**src/rtl/clk_period_meter.sv**
```systemverilog
// Measures high time, low time and period of a slow input in system clock cycles.
// Each completed rise-to-rise period produces one meas_valid strobe; a phase that overflows sets timeout.
module clk_period_meter #(
  parameter int CW = 16
) (
  input  logic          clk,
  input  logic          rst_n,
  input  logic          en,
  input  logic          sig_in,
  output logic [CW-1:0] high_time,
  output logic [CW-1:0] low_time,
  output logic [CW:0]   period,
  output logic          meas_valid,
  output logic          timeout
);

  typedef enum logic [1:0] {
    ST_IDLE      = 2'd0,
    ST_MEAS_HIGH = 2'd1,
    ST_MEAS_LOW  = 2'd2
  } state_t;

  localparam logic [CW-1:0] CNT_ZERO = {CW{1'b0}};
  localparam logic [CW-1:0] CNT_ONE  = {{(CW-1){1'b0}}, 1'b1};
  localparam logic [CW-1:0] CNT_MAX  = {CW{1'b1}};

  logic          r_s1, r_s2, r_prev;
  state_t        r_state, w_state_nxt;
  logic [CW-1:0] r_hi_cnt, w_hi_nxt;
  logic [CW-1:0] r_lo_cnt, w_lo_nxt;
  logic [CW-1:0] r_high_time, w_high_nxt;
  logic [CW-1:0] r_low_time, w_low_nxt;
  logic [CW:0]   r_period, w_period_nxt;
  logic          r_meas_valid, w_valid_nxt;
  logic          r_timeout, w_timeout_nxt;
  logic          w_rise, w_fall;

  assign w_rise = r_s2 & ~r_prev;
  assign w_fall = ~r_s2 & r_prev;

  // Two-stage synchroniser for the asynchronous input plus edge-detect history
  always_ff @(posedge clk or negedge rst_n) begin
    if (!rst_n) begin
      r_s1   <= 1'b0;
      r_s2   <= 1'b0;
      r_prev <= 1'b0;
    end else begin
      r_s1   <= sig_in;
      r_s2   <= r_s1;
      r_prev <= r_s2;
    end
  end

  // State, phase counters and registered results
  always_ff @(posedge clk or negedge rst_n) begin
    if (!rst_n) begin
      r_state      <= ST_IDLE;
      r_hi_cnt     <= CNT_ZERO;
      r_lo_cnt     <= CNT_ZERO;
      r_high_time  <= CNT_ZERO;
      r_low_time   <= CNT_ZERO;
      r_period     <= {(CW+1){1'b0}};
      r_meas_valid <= 1'b0;
      r_timeout    <= 1'b0;
    end else begin
      r_state      <= w_state_nxt;
      r_hi_cnt     <= w_hi_nxt;
      r_lo_cnt     <= w_lo_nxt;
      r_high_time  <= w_high_nxt;
      r_low_time   <= w_low_nxt;
      r_period     <= w_period_nxt;
      r_meas_valid <= w_valid_nxt;
      r_timeout    <= w_timeout_nxt;
    end
  end

  // Next-state and next-result logic; results only change on a completed period
  always_comb begin
    w_state_nxt   = r_state;
    w_hi_nxt      = r_hi_cnt;
    w_lo_nxt      = r_lo_cnt;
    w_high_nxt    = r_high_time;
    w_low_nxt     = r_low_time;
    w_period_nxt  = r_period;
    w_valid_nxt   = 1'b0;
    w_timeout_nxt = r_timeout;

    if (!en) begin
      w_state_nxt   = ST_IDLE;
      w_hi_nxt      = CNT_ZERO;
      w_lo_nxt      = CNT_ZERO;
      w_timeout_nxt = 1'b0;
    end else begin
      case (r_state)
        ST_IDLE: begin
          w_lo_nxt = CNT_ZERO;
          if (w_rise) begin
            w_state_nxt = ST_MEAS_HIGH;
            w_hi_nxt    = CNT_ONE;
          end else begin
            w_state_nxt = ST_IDLE;
            w_hi_nxt    = CNT_ZERO;
          end
        end
        ST_MEAS_HIGH: begin
          if (w_fall) begin
            w_state_nxt = ST_MEAS_LOW;
            w_lo_nxt    = CNT_ONE;
          end else if (r_s2) begin
            if (r_hi_cnt == CNT_MAX) begin
              w_state_nxt   = ST_IDLE;
              w_hi_nxt      = CNT_ZERO;
              w_lo_nxt      = CNT_ZERO;
              w_timeout_nxt = 1'b1;
            end else begin
              w_hi_nxt = r_hi_cnt + CNT_ONE;
            end
          end else begin
            w_state_nxt = ST_MEAS_HIGH;
          end
        end
        ST_MEAS_LOW: begin
          if (w_rise) begin
            w_high_nxt    = r_hi_cnt;
            w_low_nxt     = r_lo_cnt;
            w_period_nxt  = {1'b0, r_hi_cnt} + {1'b0, r_lo_cnt};
            w_valid_nxt   = 1'b1;
            w_timeout_nxt = 1'b0;
            w_hi_nxt      = CNT_ONE;
            w_lo_nxt      = CNT_ZERO;
            w_state_nxt   = ST_MEAS_HIGH;
          end else if (!r_s2) begin
            if (r_lo_cnt == CNT_MAX) begin
              w_state_nxt   = ST_IDLE;
              w_hi_nxt      = CNT_ZERO;
              w_lo_nxt      = CNT_ZERO;
              w_timeout_nxt = 1'b1;
            end else begin
              w_lo_nxt = r_lo_cnt + CNT_ONE;
            end
          end else begin
            w_state_nxt = ST_MEAS_LOW;
          end
        end
        default: begin
          w_state_nxt = ST_IDLE;
          w_hi_nxt    = CNT_ZERO;
          w_lo_nxt    = CNT_ZERO;
        end
      endcase
    end
  end

  assign high_time  = r_high_time;
  assign low_time   = r_low_time;
  assign period     = r_period;
  assign meas_valid = r_meas_valid;
  assign timeout    = r_timeout;

endmodule
```
**config.mk**
```make
export PLATFORM = sky130hd
export DESIGN_NAME = clk_period_meter
export DESIGN_NICKNAME = d
export VERILOG_FILES = /design/src/rtl/clk_period_meter.sv
export SDC_FILE = /design/constraint.sdc
export NUM_CORES = 1
export LEC_CHECK = 0
export ABC_AREA = 1
export CAP_MARGIN = 30
export CELL_PAD_IN_SITES_DETAIL_PLACEMENT = 0
export CELL_PAD_IN_SITES_GLOBAL_PLACEMENT = 1
export CORE_MARGIN = 1.5
export CORE_UTILIZATION = 42
export DETAILED_ROUTE_END_ITERATION = 6
export DONT_BUFFER_PORTS = 1
export PLACE_DENSITY = 0.76
export SLEW_MARGIN = 15
export SYNTH_ARGS = -nofsm -noshare
export SYNTH_HDL_FRONTEND = slang
export SYNTH_SLANG_ARGS = --single-unit
```
**constraint.sdc**
```tcl
create_clock -name clk -period 1.9 [get_ports clk]
set_clock_uncertainty 0.2 [all_clocks]
set_input_delay 0.38 -clock clk [delete_from_list [all_inputs] [get_ports clk]]
set_output_delay 0.38 -clock clk [all_outputs]
set_load 0.02 [all_outputs]
```
After elaboration in Yosys (flattened, before gate mapping)
Cells that the tools add are included.
- bits in registers: 88
- word-level logic and storage cells: 75
- $add $sub $neg: 3
- eq/ne operators: 14
- muxes and demuxes: 37
- bitwise gates (word level): 4
- reduce and logical (&&, ||, !) cells: 6
- operators with widths (kind ; count):
    $mux 16 ; 14
    $pmux 16 s3 ; 1
    $add 16x1->16 const B ; 2
    $eq 16x16->1 const B ; 2
    $pmux 16 s2 ; 1
    $add 16x16->17 ; 1
    $ne 4x4->1 const B ; 4
    $mux 2 ; 7
    $mux 1 ; 12
    $ne 5x5->1 const B ; 2
    $ne 3x3->1 const B ; 3
    $pmux 2 s3 ; 1
    $reduce_and 3->1 ; 2
    $reduce_and 6->1 ; 1
    $reduce_and 4->1 ; 1
    $ne 3x1->1 const B ; 1
    $and 1x1->1 ; 2
    $eq 2x1->1 const B ; 1
    $eq 2x2->1 const B ; 1
    $logic_not 2->1 ; 1
    $not 1->1 ; 2
    $pmux 1 s2 ; 1
    $reduce_and 2->1 ; 1

Logic depth before layout (Yosys ltp)
- depth after elaboration: 6
- gate-level depth with buffers: 13
- gate-level depth less buffers: 12

Worst setup path after synthesis
Ideal clock, no wire load.
- path type: register -> register
- start point: register r_hi_cnt[0]
- end point: register r_period[8], in the netlist period[8]
- setup time: 117 ps
- arrival time: 1666 ps
- data required time: 1583 ps
- slack: -82 ps
- stages on the path, launching flop included: 12
- buffers on the path: 0
- period minus slack after synthesis: 1982 ps
- cell sequence: dfrtp_1 -> ha_1 -> fa_1 -> nand2_1 -> nand2_1 -> nand3_1 -> nand2_1 -> nand2_1 -> nand2_1 -> xor2_1 -> nand2_1 -> nand2_1
- longest elaborated chain between the ends: 1
- RTL lines (element ; RTL line ; source):
    start: declaration ; 29 ; logic [CW-1:0] r_hi_cnt, w_hi_nxt;
    start signal: assignment ; 67 ; r_hi_cnt <= w_hi_nxt;
    $add 16x16->17 ; 126 ; w_period_nxt = {1'b0, r_hi_cnt} + {1'b0, r_lo_cnt};
    end signal: assignment ; 62 ; r_period <= {(CW+1){1'b0}};
    end signal: assignment ; 71 ; r_period <= w_period_nxt;
    end: declaration ; 33 ; logic [CW:0] r_period, w_period_nxt;
No other way between the ends.
A chain may end at the register's enable or synchronous reset.

Worst setup path in the final report
- start point: register r_lo_cnt[0]
- end point: register r_period[8], in the netlist period[8]
- longest elaborated chain between the ends: 1
- RTL lines (element ; RTL line ; source):
    start: declaration ; 30 ; logic [CW-1:0] r_lo_cnt, w_lo_nxt;
    start signal: assignment ; 68 ; r_lo_cnt <= w_lo_nxt;
    $add 16x16->17 ; 126 ;
No other way between the ends.

==> summary.md <==
| Metric | Value |
|---|---|
| Number of antenna violations at the first check in global routing | `0` |
| Die Y | `114 um` |
| Switch Pwr | `0.913 mW` |
| Static Leak | `3.43 nW` |
| Primary flip-flop cell chosen by synthesis mapping | `sky130_fd_sc_hd__dfrtp_1` |
| Row count | `40` |
| Mapped Avg Cell Area | `7.42 sq um` |
| Share of cells above drive strength 1 | `31.6%` |
| Share of synthesized area occupied by flip-flops and latches | `42.7%` |
| Post-Route Hold Slack | `-0.481 ns` |
| Total number of nets in the final design | `832` |
| Synth async-reset ratio | `100%` |
| Total Die Area | `0.0129 sq mm` |
| Clk network pwr share | `46.8%` |
| Overflow left after global routing | `0` |
| Residual DRC | `0` |
| Syn_nets | `721` |
| Cells taking the most area after synthesis | `sky130_fd_sc_hd__dfrtp_1 43%, sky130_fd_sc_hd__nand2_1 15%, sky130_fd_sc_hd__o21ai_0 5.9%` |
| Final-report max-slew violation count | `0` |
| H-tree levels | `3` |
| Final wirelength | `15400 um` |
| Share of power burned in registers | `48.1%` |
| Antenna fix cells | `0` |
| Total area of multi-input combinational cells | `0.00297 sq mm` |
| Drt via density | `5.22` |
| Vias in the first global route | `4659` |
| Relative slew slack | `78.1%` |
| Chip width | `114 um` |
| Synth Cell Area | `0.00515 sq mm` |
| First-pass iteration count of the detailed router | `5` |
| Warnings, synthesis | `0` |
| Area growth from synthesis to final layout | `37.4%` |
| CTS root buf | `sky130_fd_sc_hd__clkbuf_16` |
| Remaining number of nets flagged by the antenna check after routing | `0` |
| Critical path startpoint category | `flop` |
| Average wire per standard cell | `16.1 um` |
| Post-synth EDFFs | `0` |
| Cell type with the highest aggregate area in the netlist | `sky130_fd_sc_hd__dfrtp_1` |
| Top Ports | `55` |
| Routability Congestion | `0.859` |
| Clock tree from TritonCTS | `done` |
| Clock-pin slew reported for the worst setup and hold paths after clock tree synthesis | `0.07 ns` |
| Worst Path Class, Setup | `reg -> reg` |
| Type of the tightest min-delay check | `in -> async` |
| Effective utilization at floorplan | `42.9%` |
| # clock sinks | `88` |
| Share of the clock period used by the worst path | `106%` |
| CTS Hold Buffers Added | `2` |
| Final min period | `2.02 ns` |
| Internal Dissipation | `3.07 mW` |
| Number of synthesized register bits | `88` |
| Worst-skew pair later-pin latency | `0.36 ns` |
| Fillcell total | `1077` |
| Switching share of power | `22.9%` |
| Failing checks | `hold timing, setup timing` |
| Sequential cell area | `0.00221 sq mm` |
| Pre-CTS setup slack | `-0.135 ns` |
| Max FO, Critical Path | `4` |
| Combinational share of power | `5.1%` |
| Total routing resource utilization after global routing | `23.8%` |
| Summed negative setup slack over all endpoints | `-0.601 ns` |
| Number of buffers created by CTS | `9` |
| Post-route setup slack | `-0.116 ns` |
| Count of vias placed by the detailed router | `4991` |
| Number of input and output port buffers inserted | `0` |
| Number of DRC markers after the initial detailed-route iteration | `398` |
| Area share of the largest cell type after synthesis | `42.7%` |
| Most common cell in the synthesized netlist | `sky130_fd_sc_hd__nand2_1` |
| Most used standard cells in the synthesized netlist | `212 x sky130_fd_sc_hd__nand2_1, 88 x sky130_fd_sc_hd__dfrtp_1, 78 x sky130_fd_sc_hd__inv_1, 61 x sky130_fd_sc_hd__o21ai_0, 55 x sky130_fd_sc_hd__nor2_1` |
| Global-route wire length before repair | `23900 um` |
| Data arrival time at the worst-slack endpoint | `2.06 ns` |
| Post-Place Cells | `919` |
| Count of maximum capacitance violations | `0` |
| Capturing element type of the critical path | `flop` |
| Maximum clock insertion buffer count | `2` |
| Worst Max-Slew Pin Slew | `0.329 ns` |
| Unrepaired setup endpoints after global routing | `yes` |
| Core occupancy in the finished layout | `58.9%` |
| Req. time, crit path | `1.94 ns` |
| Power density over the cells | `563 mW/mm^2` |
| Setup violations, final | `17` |
| Largest net degree at the start of global routing | `89` |
| Half-perimeter wire length of the detailed placement result | `11100 um` |
| Result of the run | `finished, violations left` |
| Maximum resistive drop on vdd | `0.000379 V` |
| Count of unique library cells instantiated by Yosys | `39` |
| Post-route insts no fill | `956` |
| Fin. Hold Viols | `88` |
| Max Fclk | `496 MHz` |
| Post-place instance area | `0.00596 sq mm` |
| Area of the core region | `0.0120 sq mm` |
| Number of cells produced by synthesis | `694` |
| Finished Cell Area | `0.00708 sq mm` |
[power by group through the flow]
stage	registers (mW)	logic, mW	clock network (mW)
global placement	1.95	0.133	0
CTS	1.91	0.174	1.90
global route	1.92	0.217	1.97
detailed placement	1.95	0.133	0
floorplan	1.94	0.0864	0
finish	1.91	0.202	1.87
[final cells by class]
class	count	share of cell area [%]
clock inverter	4	0.743
inverter	89	5.09
multi-input combinational	502	42.0
sequential	88	31.3
timing repair buffer	114	14.6
tap	147	2.60
timing repair inverter	1	0.230
clock buffer	11	3.57
[state kept, by name, indices dropped and copies added (netlist names)]
name / count
r_prev: 1
timeout: 1
high_time: 16
meas_valid: 1
r_lo_cnt: 16
low_time: 16
period: 17
r_s1: 1
r_hi_cnt: 16
r_state: 2
r_s2: 1
[placed cells by master, fill, tap and decap left out, types with 11 or more instances in the layout]
cell and count:
sky130_fd_sc_hd__nand2_1 193, sky130_fd_sc_hd__buf_4 92, sky130_fd_sc_hd__dfrtp_1 80, sky130_fd_sc_hd__inv_1 71, sky130_fd_sc_hd__nor2_1 42, sky130_fd_sc_hd__o21ai_0 41
sky130_fd_sc_hd__nand3_1 29, sky130_fd_sc_hd__o21ai_1 24, sky130_fd_sc_hd__nand2_2 20, sky130_fd_sc_hd__nand4_1 19, sky130_fd_sc_hd__a21oi_1 15, sky130_fd_sc_hd__a21oi_2 14
sky130_fd_sc_hd__o21ai_2 11, sky130_fd_sc_hd__nand3_2 11, sky130_fd_sc_hd__nor2_2 11, sky130_fd_sc_hd__nor3_1 11, sky130_fd_sc_hd__buf_6 11
[stage by stage]
stage / total power [mW] / hold WS (ns)
2_1_floorplan: 2.03 / -0.116
3_3_place_gp: 2.08 / -0.113
3_5_place_dp: 2.08 / -0.114
4_1_cts: 3.98 / -0.489
5_1_grt: 4.10 / -0.493
6_report: 3.98 / -0.481
[routing by layer]
metal	vias to the layer above	routed length [um]	GRT usage, %
li1	2475	-	-
met1	2377	7150	32.7
met2	110	7340	37.4
met3	29	526	3.51
met4	0	384	10.8
met5	-	0	0
[worst max-delay path, stage by stage, from the launching register on]
cell and delay, ns:
sky130_fd_sc_hd__dfrtp_2 0.47, sky130_fd_sc_hd__ha_4 0.19, sky130_fd_sc_hd__fa_2 0.35, sky130_fd_sc_hd__nand2_2 0.09
sky130_fd_sc_hd__nand2_2 0.07, sky130_fd_sc_hd__nand3_2 0.07, sky130_fd_sc_hd__nand2_2 0.07, sky130_fd_sc_hd__nand2_1 0.08
sky130_fd_sc_hd__nand2_1 0.07, sky130_fd_sc_hd__xor2_1 0.14, sky130_fd_sc_hd__nand2_1 0.06, sky130_fd_sc_hd__nand2_1 0.05
[logic make-up (layout without fill, tap and decap cells)]
group,Yosys count,in the layout,share of synthesized area (%)
and+or+nand+nor,361,361,30.7
DFF,88,88,42.7
xor gates and xnor gates,5,5,0.850
adders and majority gates,23,23,5.73
AOI/OAI and AO/OA,113,113,11.5
buffers and inverters,104,219,8.48
[path summary, 6_finish.rpt]
path,from,endpoint,slack [ns],cells past startpoint
worst min-delay path,rst_n,timeout,-0.48,0
max in group asynchronous,rst_n,r_lo_cnt[7],1.85,0
min in group clk,en,r_hi_cnt[14],0.01,2
worst max register to register,r_lo_cnt[0],period[8],-0.12,11
worst min register to register,r_s1,r_s2,0.15,0
worst max-delay path,r_lo_cnt[0],period[8],-0.12,11
[repair_timing]
action / 4_1_cts / 5_1_grt
gates cloned: 2 / 2
endpoints found under the hold margin: 92 / 88
endpoints found under the setup margin: 54 / 65
setup buffers: 10 / 8
pin swaps: 9 / 30
gates resized for setup: 43 / 120
Power figures use the tool's default switching activity.
